### src/rtl/hazard_scoreboard.sv
// Hazard/forwarding scoreboard for the 5-stage MIPS pipeline: stall, flush, freeze and forward selects.
// Optional macro STORE_FWD_EN: forward load data straight to a dependent store instead of stalling.
module hazard_scoreboard #(
   parameter int unsigned LOAD_LAT = 1,
   parameter int unsigned MD_LAT   = 4
) (
   input  logic       clk,
   input  logic       rst,
   input  logic       issue_valid,
   input  logic [4:0] addr_rs,
   input  logic [4:0] addr_rt,
   input  logic       rs_used,
   input  logic       rt_used,
   input  logic       is_store,
   input  logic       wr_en,
   input  logic [4:0] wr_addr,
   input  logic [1:0] wr_class,
   input  logic       br_taken,
   output logic       en_f,
   output logic       en_d,
   output logic       en_e,
   output logic       en_m,
   output logic       rst_d,
   output logic       rst_e,
   output logic [1:0] fwd_a,
   output logic [1:0] fwd_b,
   output logic       fwd_m,
   output logic       md_busy,
   output logic       mem_wait
);

   typedef enum logic [1:0] {
      CLS_ALU    = 2'd0,
      CLS_LOAD   = 2'd1,
      CLS_MULDIV = 2'd2,
      CLS_RSVD   = 2'd3
   } cls_e;

   typedef struct packed {
      logic       wen;
      logic [4:0] addr;
      cls_e       cls;
   } stage_t;

   stage_t     e_q, m_q;
   logic [1:0] mem_cnt;
   logic [3:0] md_cnt;
   logic [4:0] md_dst;

   cls_e dec_cls;
   logic e_hit_a, e_hit_b, m_hit_a, m_hit_b;
   logic lu_a, lu_b, md_hit, st_fwd, stall;

   assign md_busy  = (md_cnt != 4'd0);
   assign mem_wait = (m_q.cls == CLS_LOAD) && m_q.wen && (mem_cnt != 2'd0);

   // Source matching against the shadow E/M copies; $0 never matches
   always_comb begin
      dec_cls = (wr_class == 2'd3) ? CLS_ALU : cls_e'(wr_class);
      e_hit_a = issue_valid && rs_used && (addr_rs != 5'd0) && e_q.wen && (e_q.addr == addr_rs);
      e_hit_b = issue_valid && rt_used && (addr_rt != 5'd0) && e_q.wen && (e_q.addr == addr_rt);
      m_hit_a = issue_valid && rs_used && (addr_rs != 5'd0) && m_q.wen && (m_q.addr == addr_rs);
      m_hit_b = issue_valid && rt_used && (addr_rt != 5'd0) && m_q.wen && (m_q.addr == addr_rt);
`ifdef STORE_FWD_EN
      st_fwd  = e_hit_b && (e_q.cls == CLS_LOAD) && is_store;
`else
      st_fwd  = 1'b0;
`endif
      lu_a    = e_hit_a && (e_q.cls == CLS_LOAD);
      lu_b    = e_hit_b && (e_q.cls == CLS_LOAD) && !st_fwd;
      md_hit  = issue_valid && md_busy &&
                ((rs_used && (addr_rs != 5'd0) && (addr_rs == md_dst)) ||
                 (rt_used && (addr_rt != 5'd0) && (addr_rt == md_dst)) ||
                 (dec_cls == CLS_MULDIV));
      stall   = lu_a || lu_b || md_hit;
   end

   // Pipeline control and forward selects
   always_comb begin
      en_f  = !mem_wait && !stall;
      en_d  = !mem_wait && !stall;
      en_e  = !mem_wait;
      en_m  = !mem_wait;
      rst_e = stall && !mem_wait;
      rst_d = br_taken && !stall && !mem_wait;
      fwd_m = st_fwd;
      fwd_a = 2'd0;
      if (e_hit_a)      fwd_a = (e_q.cls == CLS_LOAD) ? 2'd0 : 2'd1;
      else if (m_hit_a) fwd_a = (m_q.cls == CLS_LOAD) ? 2'd3 : 2'd2;
      fwd_b = 2'd0;
      if (e_hit_b)      fwd_b = (e_q.cls == CLS_LOAD) ? 2'd0 : 2'd1;
      else if (m_hit_b) fwd_b = (m_q.cls == CLS_LOAD) ? 2'd3 : 2'd2;
   end

`ifndef STORE_FWD_EN
   logic unused_is_store;
   assign unused_is_store = is_store;
`endif

   always_ff @(posedge clk or posedge rst) begin
      if (rst) begin
         e_q     <= '0;
         m_q     <= '0;
         mem_cnt <= 2'd0;
         md_cnt  <= 4'd0;
         md_dst  <= 5'd0;
      end else begin
         // M advances unless frozen; a frozen load counts down its remaining latency
         if (!mem_wait) begin
            m_q     <= e_q;
            mem_cnt <= (e_q.cls == CLS_LOAD) ? 2'(LOAD_LAT - 1) : 2'd0;
         end else begin
            mem_cnt <= mem_cnt - 2'd1;
         end
         if (!mem_wait) begin
            if (!stall) begin
               e_q.wen  <= issue_valid && wr_en && (wr_addr != 5'd0) && (dec_cls != CLS_MULDIV);
               e_q.addr <= wr_addr;
               e_q.cls  <= dec_cls;
            end else begin
               e_q.wen  <= 1'b0;
            end
         end
         // MUL/DIV result tracked here only; it lands in the RF when the timer expires
         if (!mem_wait && !stall && issue_valid && (dec_cls == CLS_MULDIV)) begin
            md_cnt <= 4'(MD_LAT);
            md_dst <= wr_addr;
         end else if (md_cnt != 4'd0) begin
            md_cnt <= md_cnt - 4'd1;
         end
      end
   end

endmodule

### config.mk
export PLATFORM = sky130hd
export DESIGN_NAME = hazard_scoreboard
export DESIGN_NICKNAME = d
export VERILOG_FILES = /design/src/rtl/hazard_scoreboard.sv
export SDC_FILE = /design/constraint.sdc
export NUM_CORES = 1
export LEC_CHECK = 0
export ABC_AREA = 1
export CELL_PAD_IN_SITES_DETAIL_PLACEMENT = 2
export CELL_PAD_IN_SITES_GLOBAL_PLACEMENT = 2
export CORE_UTILIZATION = 30
export CTS_CLUSTER_DIAMETER = 40
export DETAILED_ROUTE_END_ITERATION = 10
export HOLD_SLACK_MARGIN = 0.1
export PLACE_DENSITY = 0.8
export SYNTH_ARGS = -nofsm -noshare
export SYNTH_HDL_FRONTEND = slang
export SYNTH_SLANG_ARGS = --single-unit
export TNS_END_PERCENT = 20
### constraint.sdc
create_clock -name clk -period 4 [get_ports clk]
set_clock_uncertainty 0.2 [all_clocks]
set_input_delay 0.8 -clock clk [delete_from_list [all_inputs] [get_ports clk]]
set_output_delay 0.8 -clock clk [all_outputs]
set_load 0.02 [all_outputs]
== Word-level counts from Yosys, hierarchy flattened ==
Cells that the tools add are included.

* Bits in registers: 27
* Bits in latches: 0
* Bits in writable memories: 0
* ROM bits: 0
* Input port bits: 25
* Output and inout port bits: 13
* Word-level logic and storage cells: 79
* Memories: 0

* Add/subtract/negate cells: 2
* $mul: 0
* Div/mod/pow operators: 0
* Order comparisons: 0
* Equal/unequal tests: 11
* Shifts and indexed selects: 0
* Mux-type cells: 11
* Bitwise gates (word level): 2
* Reductions and logical operators: 44

{| class="wikitable"
|+ Operator list
! kind !! number
|-
| $logic_and 1x1->1 || 31
|-
| $eq 5x5->1 || 6
|-
| $reduce_bool 5->1 || 3
|-
| $mux 2 || 6
|-
| $mux 4 || 2
|-
| $eq 2x1->1 const B || 2
|-
| $eq 2x2->1 const B || 2
|-
| $logic_or 1x1->1 || 4
|-
| $reduce_bool 2->1 || 2
|-
| $reduce_bool 4->1 || 1
|-
| $sub 4x1->4 const B || 1
|-
| $mux 1 || 3
|-
| $logic_not 1->1 || 2
|-
| $ne 2x2->1 const B || 1
|-
| $not 1->1 || 2
|-
| $reduce_and 2->1 || 1
|-
| $sub 2x1->2 const B || 1
|}

== Depth between registers and ports, before layout ==
Gate-level depths: netlist of the first run.

* Word-level depth: 12
* Gate-level depth with buffers: 14
* Depth with buffers taken out: 14

== Worst setup path before layout of the first run ==
No wires, ideal clock.

* Path kind: input -> output
* Start: input issue_valid
* End: output fwd_b[0]
* Arrival time: 1962 ps
* Data required time: 3000 ps
* Setup slack: 1038 ps
* Stages on the path: 9
* Path buffers: 1
* Path through: buf_4 -> nand2_1 -> inv_1 -> nand2_1 -> inv_2 -> nand4_1 -> a31oi_1 -> nand2_1 -> o21ai_0

* Longest elaborated chain between the ends: 6
* Elaborated cells between the ends (all ways): 8
* Those cells by class: 2 x mux; 6 x reduce/logical

{| class="wikitable"
|+ Ends and longest elaborated chain
! what !! RTL line !! RTL
|-
| start: declaration || 9 || <nowiki>input logic issue_valid,</nowiki>
|-
| $logic_and 1x1->1 (*) (2 in a row) || 61, 63 ||
|-
| $logic_and 1x1->1 (2 in a row) || 63 || <nowiki>m_hit_b = issue_valid && rt_used && (addr_rt != 5'd0) && m_q.wen && (m_q.addr == addr_rt);</nowiki>
|-
| $mux 2 || 92 || <nowiki>else if (m_hit_b) fwd_b = (m_q.cls == CLS_LOAD) ? 2'd3 : 2'd2;</nowiki>
|-
| $mux 2 (*) || 91 || <nowiki>if (e_hit_b) fwd_b = (e_q.cls == CLS_LOAD) ? 2'd0 : 2'd1;</nowiki>
|-
| end: declaration || 26 || <nowiki>output logic [1:0] fwd_b,</nowiki>
|}

Mark *: on every way between the ends. The rest lies on a longest branch, timed or not.

== Final worst setup path of the first run ==
* Start: input addr_rt[2]
* End: output fwd_b[1]

* Longest elaborated chain between the ends: 6
* Elaborated cells between the ends (all ways): 10
* Those cells by class: 2 x eq/ne; 2 x mux; 6 x reduce/logical

{| class="wikitable"
|+ Ends and longest elaborated chain
! what !! RTL line !! RTL
|-
| start: declaration || 11 || <nowiki>input logic [4:0] addr_rt,</nowiki>
|-
| $reduce_bool 5->1 || 61, 63 ||
|-
| $logic_and 1x1->1 || 61, 63 ||
|-
| $logic_and 1x1->1 (2 in a row) || 63 ||
|-
| $mux 2 || 92 ||
|-
| $mux 2 (*) || 91 ||
|}

Marks and branches as above.

==> impl_metrics.yaml, run 1 <==
status:
  status: "complete, no violations"
cells_and_area:
  syn_to_final_growth_pct: 26.2
  fin_nets: 327
  final_cell_area_um2: 2350
  antenna_cells: 0
  layout-drive-gt1-share: 0.131
routing:
  detail-route-antenna-nets: 0
  drt_iter0_drc: 34
  viasPerCell: 4.80
  vias: 1792
  drt-pass1-iter-count: 4
  wire_per_inst_um: 15.5
  totalWireLength_um: 5790
  drc_errors: 0
power_and_ir_drop:
  clkPwrFrac: 0.195
  seqPwrFrac: 0.437
  finalPower_mw: 0.838
  power_per_cell_area_nw_per_um2: 356
  p_leak_nw: 1.25
  p_int_mw: 0.521
  power_switching_mw: 0.317
  p_sw_frac: 0.378
  ir_worst_vdd_uv: 232
  pwr-share-comb: 0.367
cts:
  clkLatencyLatePin_ns: 0.28
  cts_root_buf: "clkbuf_8"
  cts_sinks: 27
  path_clk_slew_ns: 0.10
  hold_buffers: 0
  cts_max_level: 1
  cts_tree: "built"
  numCtsBuffers: 3
  clock_path_buffers: 2
synth:
  synth_edf_count: 0
  synth-seq-cells: 27
  synth_top_area_frac: 0.362
  synthDistinctLibCells: 33
  synth_warnings: 0
  synth_area_leaders: "dfrtp_1, nand2_1, inv_1"
  synth_top_area_cell: "dfrtp_1"
  synthFlopType: "dfrtp_1"
  synth.most_common_cell: "nand2_1"
  async_reset_ff_frac: 1.00
  synthCells: 261
  syn_area_um2: 1860
  synth_area_per_cell_um2: 7.14
  ys_seq_area_frac: 0.362
  yosys-top-cells-count: "nand2_1, inv_1, nor2_1"
  synth_nets: 289
global_routing:
  grt.total_usage: 0.197
  grt_max_degree: 28
  grt-ovfl-total: 0
  grt_pass1_vias: 1910
  grt_pass1_wl_um: 9550
  antenna_found_initial: 0
floorplanning:
  start_util: 0.313
  fp.dieH_um: 80.8
  die_w_um: 80.8
  io_pins: 38
  die_area_um2: 6530
  core_um2: 5960
  rows: 28
worst_setup_path:
  crit_arrival_ns: 2.80
  path_class: "in2out"
  crit_fanout: 5
  worst_setup_path_end_kind: "primary output"
  worstSetupStartpointType: "primary input"
  cp_data_required_time_ns: 3.00
job:
  maxCapViolCount: 0
timing:
  final_hold_viol_count: 0
  min_period_ns: 3.80
  tightestPinTransition_ns: 1.10
  max_slew_margin: 0.266
  setup_tns_ns: 0
  slew_violations: 0
  rsz0062_at_grt: "no"
  fin_crit_sh: 0.951
  fmax_mhz: 263
  finalSetupViolations: 0
place:
  dp_hpwl_um: 4770
  dpl-instance-area_um2: 2280
  gp_congestion: 0.809
  io_buffers: 35
worst_hold_path:
  hold_path.class: "reg2reg"
## worst paths after layout
path | slack (ns) | cells after the start | to | from
worst max-delay path | 0.20 | 7 | fwd_b[1] | addr_rt[2]
worst min register to register | 0.23 | 1 | mem_cnt[0]$_DFF_PP0_ | mem_cnt[0]$_DFF_PP0_
max in group asynchronous | 2.05 | 2 | m_q[2]$_DFFE_PP0N_ | rst
worst min-delay path | 0.23 | 1 | mem_cnt[0]$_DFF_PP0_ | mem_cnt[0]$_DFF_PP0_
min in group asynchronous | 0.89 | 2 | e_q[0]$_DFFE_PP0P_ | rst
worst max register to register | 1.63 | 12 | md_dst[2]$_DFFE_PP0P_ | md_cnt[0]$_DFFE_PP0P_
## sequential cells by signal, summed over array words and instances (netlist names)
signal / count
md_cnt: 4
e_q: 8
m_q: 8
mem_cnt: 2
md_dst: 5
## power by group through the flow
stage	logic [mW]	registers, mW	clock network [mW]
after CTS	0.315	0.368	0.174
final	0.308	0.367	0.164
after global placement	0.294	0.370	0
after global routing	0.349	0.374	0.181
after detailed placement	0.313	0.373	0
after floorplan	0.214	0.359	0
## what timing repair did
item	CTS	global route
setup buffers	0	0
hold endpoints to repair	0	0
gates resized for setup	1	7
setup endpoints to repair	1	6
pin swaps	0	0
## through the flow
step / hold slack (ns) / utilization / setup slack, ns / cells
floorplan: 0.203 / - / 1.04 / 261
global placement: 0.214 / 0.383 / -0.0489 / 369
detailed placement: 0.221 / 0.383 / -0.0392 / 369
CTS: 0.235 / 0.392 / 0.0564 / 373
global route: 0.258 / 0.395 / 0.0627 / 373
finish: 0.235 / 0.395 / 0.196 / 373
## placed cells by master, fill, tap and decap left out, types with 5 or more instances in the layout
cell type	n
nand2_1	75
inv_1	31
nor2_1	29
clkdlybuf4s50_1	28
dfrtp_1	27
nand3_1	13
inv_2	12
xor2_1	9
o21ai_0	7
dlymetal6s2s_1	7
nand4_1	6
o21ai_2	6
o21ai_1	5
a21oi_1	5
## layout make-up
class	instances	area, um^2
clock buffers	4	45.0
fillers	732	3600
inverters	44	165
multi-input cells	184	975
flip-flops and latches	27	676
well taps	75	93.8
repair buffers	39	398
## cell families (layout without fill, tap and decap cells)
| group | after synthesis | in the layout | synth area share |
|---|---|---|---|
| compound gates | 29 | 29 | 0.0980 |
| xor+xnor | 13 | 13 | 0.0611 |
| fa+ha+maj | 3 | 3 | 0.0201 |
| buf+inv | 50 | 87 | 0.118 |
| flops | 27 | 27 | 0.362 |
| other cells | 1 | 1 | 0.00201 |
| simple gates | 138 | 138 | 0.338 |
## critical path, cell delays in order
cell             delay, ns
clkdlybuf4s50_1       0.62
xnor2_1               0.16
o211ai_1              0.12
nor2_1                0.10
nand4_1               0.09
a31oi_1               0.24
clkdlybuf4s50_1       0.66
## layer usage
layer | vias up | GRT usage | share of wire
met3 | 5 | 0.0169 | 0.021
met4 | 0 | 0.0536 | 0.011
li1 | 880 | - | -
met5 | - | 0 | 0
met1 | 884 | 0.250 | 0.45
met2 | 23 | 0.353 | 0.52
No activity file was read; power rests on OpenSTA's default activity.
==> run 2: changes to the inputs <==
CTS_CLUSTER_SIZE = 28   (was unset)
PLACE_DENSITY = 0.89   (was 0.8)
==> run 2 against run 1 <==
  * Routed wire length is 1.0% higher
  * First-iteration DRC count fell by 50%
  * Combinational power hardly changed
  * Non-clock buffer count grew 1
  * Sequential share of layout area stayed put
  * Die area unchanged
  * Critical path depth up 4
  * Worst setup slack lost 0.032 ns
  * Hold slack better by 0.0092 ns
  * Critical endpoint is now en_f
==> impl_metrics.yaml, run 2 (synthesis gave the netlist of run 1 again) <==
power_and_ir_drop:
  seqPwrFrac: 0.439
  ir_worst_vdd_uv: 194
  power_switching_mw: 0.319
  p_int_mw: 0.521
  p_sw_frac: 0.380
  p_leak_nw: 1.24
  clkPwrFrac: 0.197
  power_per_cell_area_nw_per_um2: 357
  pwr-share-comb: 0.364
worst_setup_path:
  worst_setup_path_end_kind: "primary output"
  path_class: "in2out"
  cp_data_required_time_ns: 3.00
  crit_fanout: 5
  r2r_cells: 12
  reg2reg_slack_ns: 1.63
  worstSetupStartpointType: "primary input"
  crit_start: "addr_rs[0]"
  crit_arrival_ns: 2.84
  r2r-start: "md_cnt[0]$_DFFE_PP0P_"
  reg2reg_to: "md_dst[2]$_DFFE_PP0P_"
timing:
  tightestPinTransition_ns: 1.07
  setup_tns_ns: 0
  hold_ws_ns: 0.244
  fin_crit_sh: 0.959
  fmax_mhz: 261
  max_slew_margin: 0.284
  final_hold_viol_count: 0
  rsz0062_at_grt: "no"
  finalSetupViolations: 0
  min_period_ns: 3.84
  slew_violations: 0
floorplanning:
  die_w_um: 80.8
  fp.dieH_um: 80.8
  io_pins: 38
  rows: 28
  die_area_um2: 6530
  core_um2: 5960
  start_util: 0.313
cells_and_area:
  antenna_cells: 0
  syn_to_final_growth_pct: 26.2
  layout-drive-gt1-share: 0.134
  reg_top3: "e_q x8, m_q x8, md_dst x5"
  finalNonFillerCells: 374
  multiInputGateArea_um2: 975
  fillers: 757
  final_cell_mix: "nand2_1, inv_1, clkdlybuf4s50_1"
  fin_nets: 328
  regArea_um2: 676
  final_common_cell: "nand2_1"
  final_cell_area_um2: 2350
routing:
  detail-route-antenna-nets: 0
  drc_errors: 0
  wire_per_inst_um: 15.6
  viasPerCell: 4.82
  vias: 1804
  drt-pass1-iter-count: 4
  totalWireLength_um: 5850
  drt_iter0_drc: 17
cts:
  clock_path_buffers: 2
  cts_root_buf: "clkbuf_8"
  path_clk_slew_ns: 0.10
  cts_max_level: 1
  cts_setup_buffers: 0
  cts_sinks: 27
  clkLatencyLatePin_ns: 0.28
  numCtsBuffers: 3
  cts_tree: "built"
worst_hold_path:
  hold_path.class: "reg2reg"
  hold_depth: 1
  hold-path-endpoint: "mem_cnt[0]$_DFF_PP0_"
  hold_start: "mem_cnt[0]$_DFF_PP0_"
status:
  status: "complete, no violations"
global_routing:
  grt_pass1_wl_um: 9680
  grt.total_usage: 0.196
  antenna_found_initial: 0
  grt_pass1_vias: 1980
  grt-ovfl-total: 0
  grt_max_degree: 28
place:
  gp_congestion: 0.805
  io_buffers: 35
  dp.cells: 370
  dp_hpwl_um: 4880
  dpl-instance-area_um2: 2290
job:
  maxCapViolCount: 0
[run 2: changes by cell type in the layout (fill, tap and decap cells not counted), sizes merged]
| cell | previous run | this run |
|---|---|---|
| buf | 4 | 5 |
| clkdlybuf4s50 | 28 | 31 |
| dlymetal6s2s | 7 | 4 |
[run 2: area by class of cell]
class                      count  share of cell area
timing repair buffer          40               0.169
inverter                      44              0.0702
multi-input combinational    184               0.414
tap                           75              0.0399
clock buffer                   4              0.0191
sequential                    27               0.287
[run 2: worst max-delay path: stages]
cell	delay, ns
clkdlybuf4s50_1	0.52
nor2_1	0.18
nand3_1	0.11
nand2_1	0.08
clkinv_1	0.06
nand3_1	0.09
nand3_1	0.09
nand2_2	0.12
nand2_4	0.08
nor2_8	0.09
clkdlybuf4s50_1	0.61
[run 2: how the worst max path moves through the flow]
stage / end / cells after the start
after floorplan: fwd_b[0] / 9
final: en_f / 11
after CTS: fwd_a[0] / 10
after global placement: fwd_a[0] / 9
after detailed placement: fwd_a[0] / 10
after global routing: en_f / 11
[run 2: layer usage]
layer	global-route usage	part of all wire	vias to the layer above
met5	0	0	-
met3	0.0180	0.017	4
met1	0.239	0.45	898
li1	-	-	879
met2	0.371	0.53	23
met4	0.0429	0.0068	0
[run 2: repair_timing]
item,4_1_cts,5_1_grt
endpoints found under the hold margin,0,0
endpoints found under the setup margin,0,4
hold buffers,0,0
gates resized for setup,0,5
[run 2: power groups by stage]
stage / logic, mW / registers, mW / clock network, mW
6_report: 0.305 / 0.369 / 0.165
5_1_grt: 0.345 / 0.375 / 0.174
2_1_floorplan: 0.214 / 0.359 / 0
3_5_place_dp: 0.311 / 0.374 / 0
4_1_cts: 0.313 / 0.369 / 0.167
3_3_place_gp: 0.292 / 0.371 / 0
[run 2: stage by stage]
step           setup WS (ns)   util  power (mW)
2_1_floorplan           1.04      -       0.574
3_3_place_gp          0.0346  0.385       0.663
3_5_place_dp          0.0213  0.385       0.684
4_1_cts               0.0146  0.392       0.850
5_1_grt              0.00395  0.395       0.894
6_report               0.164  0.395       0.840
==> run 3: changes to the inputs <==
PLACE_DENSITY = 0.88   (was 0.89)
==> run 3 against run 2 <==
  * Final cell count stayed put
  * Clock power hardly changed
  * Cell area is 0.11% higher
  * Utilization hardly changed
  * Clock-buffer cell count is 1 lower
  * Largest cell class unchanged
==> impl_metrics.yaml, run 3 (synthesis gave the netlist of run 1 again) <==
job:
  maxCapViolCount: 0
power_and_ir_drop:
  ir_worst_vdd_uv: 191
  power_per_cell_area_nw_per_um2: 362
  p_leak_nw: 1.24
global_routing:
  grt_max_degree: 28
  grt_pass1_vias: 2034
  grt.total_usage: 0.205
  antenna_found_initial: 0
  grt-ovfl-total: 0
  grt_pass1_wl_um: 10100
worst_setup_path:
  cp.buffers_inverters: 3
  crit_top_cell: "clkdlybuf4s50_1"
  cp_top_family: "buffers and inverters"
  path_class: "in2out"
  max_stage_delay_ns: 0.62
  crit_arrival_ns: 2.79
  cp_data_required_time_ns: 3.00
  crit_start: "addr_rs[3]"
  worstSetupStartpointType: "primary input"
  worst_setup_path_end_kind: "primary output"
  crit_fanout: 4
  cp_cell_sequence: "clkdlybuf4s50_1 > inv_2 > a21oi_1 > nand4_1 > nor3_1 > nand2_1 > nor2_1 > clkdlybuf4s50_1"
  cpMaxStageDelayCell: "clkdlybuf4s50_1"
  r2r-start: "md_cnt[0]$_DFFE_PP0P_"
timing:
  finalSetupViolations: 0
  rsz0062_at_grt: "no"
  fmax_mhz: 264
  slew_violations: 0
  fin_crit_sh: 0.947
  setup_tns_ns: 0
  final_hold_viol_count: 0
  setup_ws_ns: 0.214
  max_slew_margin: 0.294
  tightestPinTransition_ns: 1.06
  min_period_ns: 3.79
routing:
  viasPerCell: 4.90
  totalWireLength_um: 6080
  drc_errors: 0
  vias: 1832
  drt-pass1-iter-count: 4
  drt_iter0_drc: 51
  wire_per_inst_um: 16.3
  detail-route-antenna-nets: 0
floorplanning:
  core_um2: 5960
  rows: 28
  fp.dieH_um: 80.8
  die_w_um: 80.8
  die_area_um2: 6530
  io_pins: 38
  start_util: 0.313
cts:
  numCtsBuffers: 3
  cts_max_level: 1
  cts_setup_buffers: 0
  path_clk_slew_ns: 0.10
  hold_buffers: 0
  clock_path_buffers: 2
  clkLatencyLatePin_ns: 0.28
  cts_tree: "built"
  cts_sinks: 27
  cts_root_buf: "clkbuf_8"
place:
  dp_worst_setup_slack_ns: -0.0259
  io_buffers: 35
  gp_congestion: 0.788
  dp_hpwl_um: 4880
cells_and_area:
  layout-drive-gt1-share: 0.137
  fillers: 719
  final_common_cell: "nand2_1"
  fin_nets: 328
  reg_top3: "e_q x8, m_q x8, md_dst x5"
  syn_to_final_growth_pct: 26.3
  antenna_cells: 0
  final_cell_mix: "nand2_1, inv_1, nor2_1, clkdlybuf4s50_1, dfrtp_1"
worst_hold_path:
  hold_start: "mem_cnt[0]$_DFF_PP0_"
  hold_path.class: "reg2reg"
status:
  status: "complete, no violations"
==> run 3: changes by cell type in the layout (fill, tap and decap cells not counted) <==
cell and delta:
clkdlybuf4s50_1 -2, dlymetal6s2s_1 +1, dlygate4sd2_1 +1, clkinv_2 +1
clkbuf_1 -1
==> run 3: through the flow <==
stage | cell area [um^2] | hold WS [ns] | cells | total power [mW] | util
after floorplan | 1860 | 0.203 | 261 | 0.574 | -
after global placement | 2290 | 0.217 | 370 | 0.664 | 0.385
after detailed placement | 2290 | 0.228 | 370 | 0.697 | 0.385
after CTS | 2340 | 0.241 | 374 | 0.861 | 0.393
after global routing | 2350 | 0.267 | 374 | 0.914 | 0.395
final | 2350 | 0.237 | 374 | 0.852 | 0.395
==> run 3: timing repair <==
action | in CTS | in global routing
gates resized for setup | 2 | 5
setup endpoints to repair | 2 | 5
endpoints found under the hold margin | 0 | 0
cloned | 0 | 0
==> run 3: layout make-up <==
type | instances | area (um^2) | area share
multi-input cells | 184 | 975 | 0.414
flip-flops and latches | 27 | 676 | 0.287
repair buffers | 40 | 399 | 0.170
inverters | 44 | 165 | 0.0701
well taps | 75 | 93.8 | 0.0399
clock buffers | 3 | 41.3 | 0.0175
clock inverters | 1 | 5.00 | 0.00213
==> run 3: power breakdown <==
| group | switching [mW] | internal (mW) | leakage, nW |
|---|---|---|---|
| Sequential | 0.0488 | 0.323 | 0.334 |
| Combinational | 0.191 | 0.126 | 0.881 |
| Clock | 0.0930 | 0.0700 | 0.0255 |
==> run 3: worst reg2reg max path: stages, from the launching register on <==
cell and delay, ns:
dfrtp_1 0.41, inv_1 0.11, ha_1 0.17, nand2_1 0.06, nor2_1 0.33, nor2_1 0.11
nand2_2 0.16, nand2_4 0.09, nor2_8 0.09, buf_4 0.24, nand3_4 0.16, nand2_1 0.10
nand2_1 0.06
==> run 3: path summary, 6_finish.rpt <==
path,to,slack (ns),depth (start not counted)
setup / recovery,fwd_a[1],0.21,8
hold / removal,mem_cnt[0]$_DFF_PP0_,0.24,1
setup reg to reg,md_dst[4]$_DFFE_PP0P_,1.61,12
hold reg to reg,mem_cnt[0]$_DFF_PP0_,0.24,1
max in group asynchronous,e_q[3]$_DFFE_PP0P_,2.09,2
min in group asynchronous,e_q[0]$_DFFE_PP0P_,0.88,2
==> run 3: per-layer routing <==
metal | part of all wire | GRT usage | wire (um) | vias up
met2 | 0.52 | 0.386 | 3140 | 31
met4 | 0.012 | 0.0429 | 74 | 0
met5 | 0 | 0 | 0 | -
li1 | - | - | - | 881
met3 | 0.020 | 0.0146 | 119 | 8
met1 | 0.45 | 0.253 | 2760 | 912
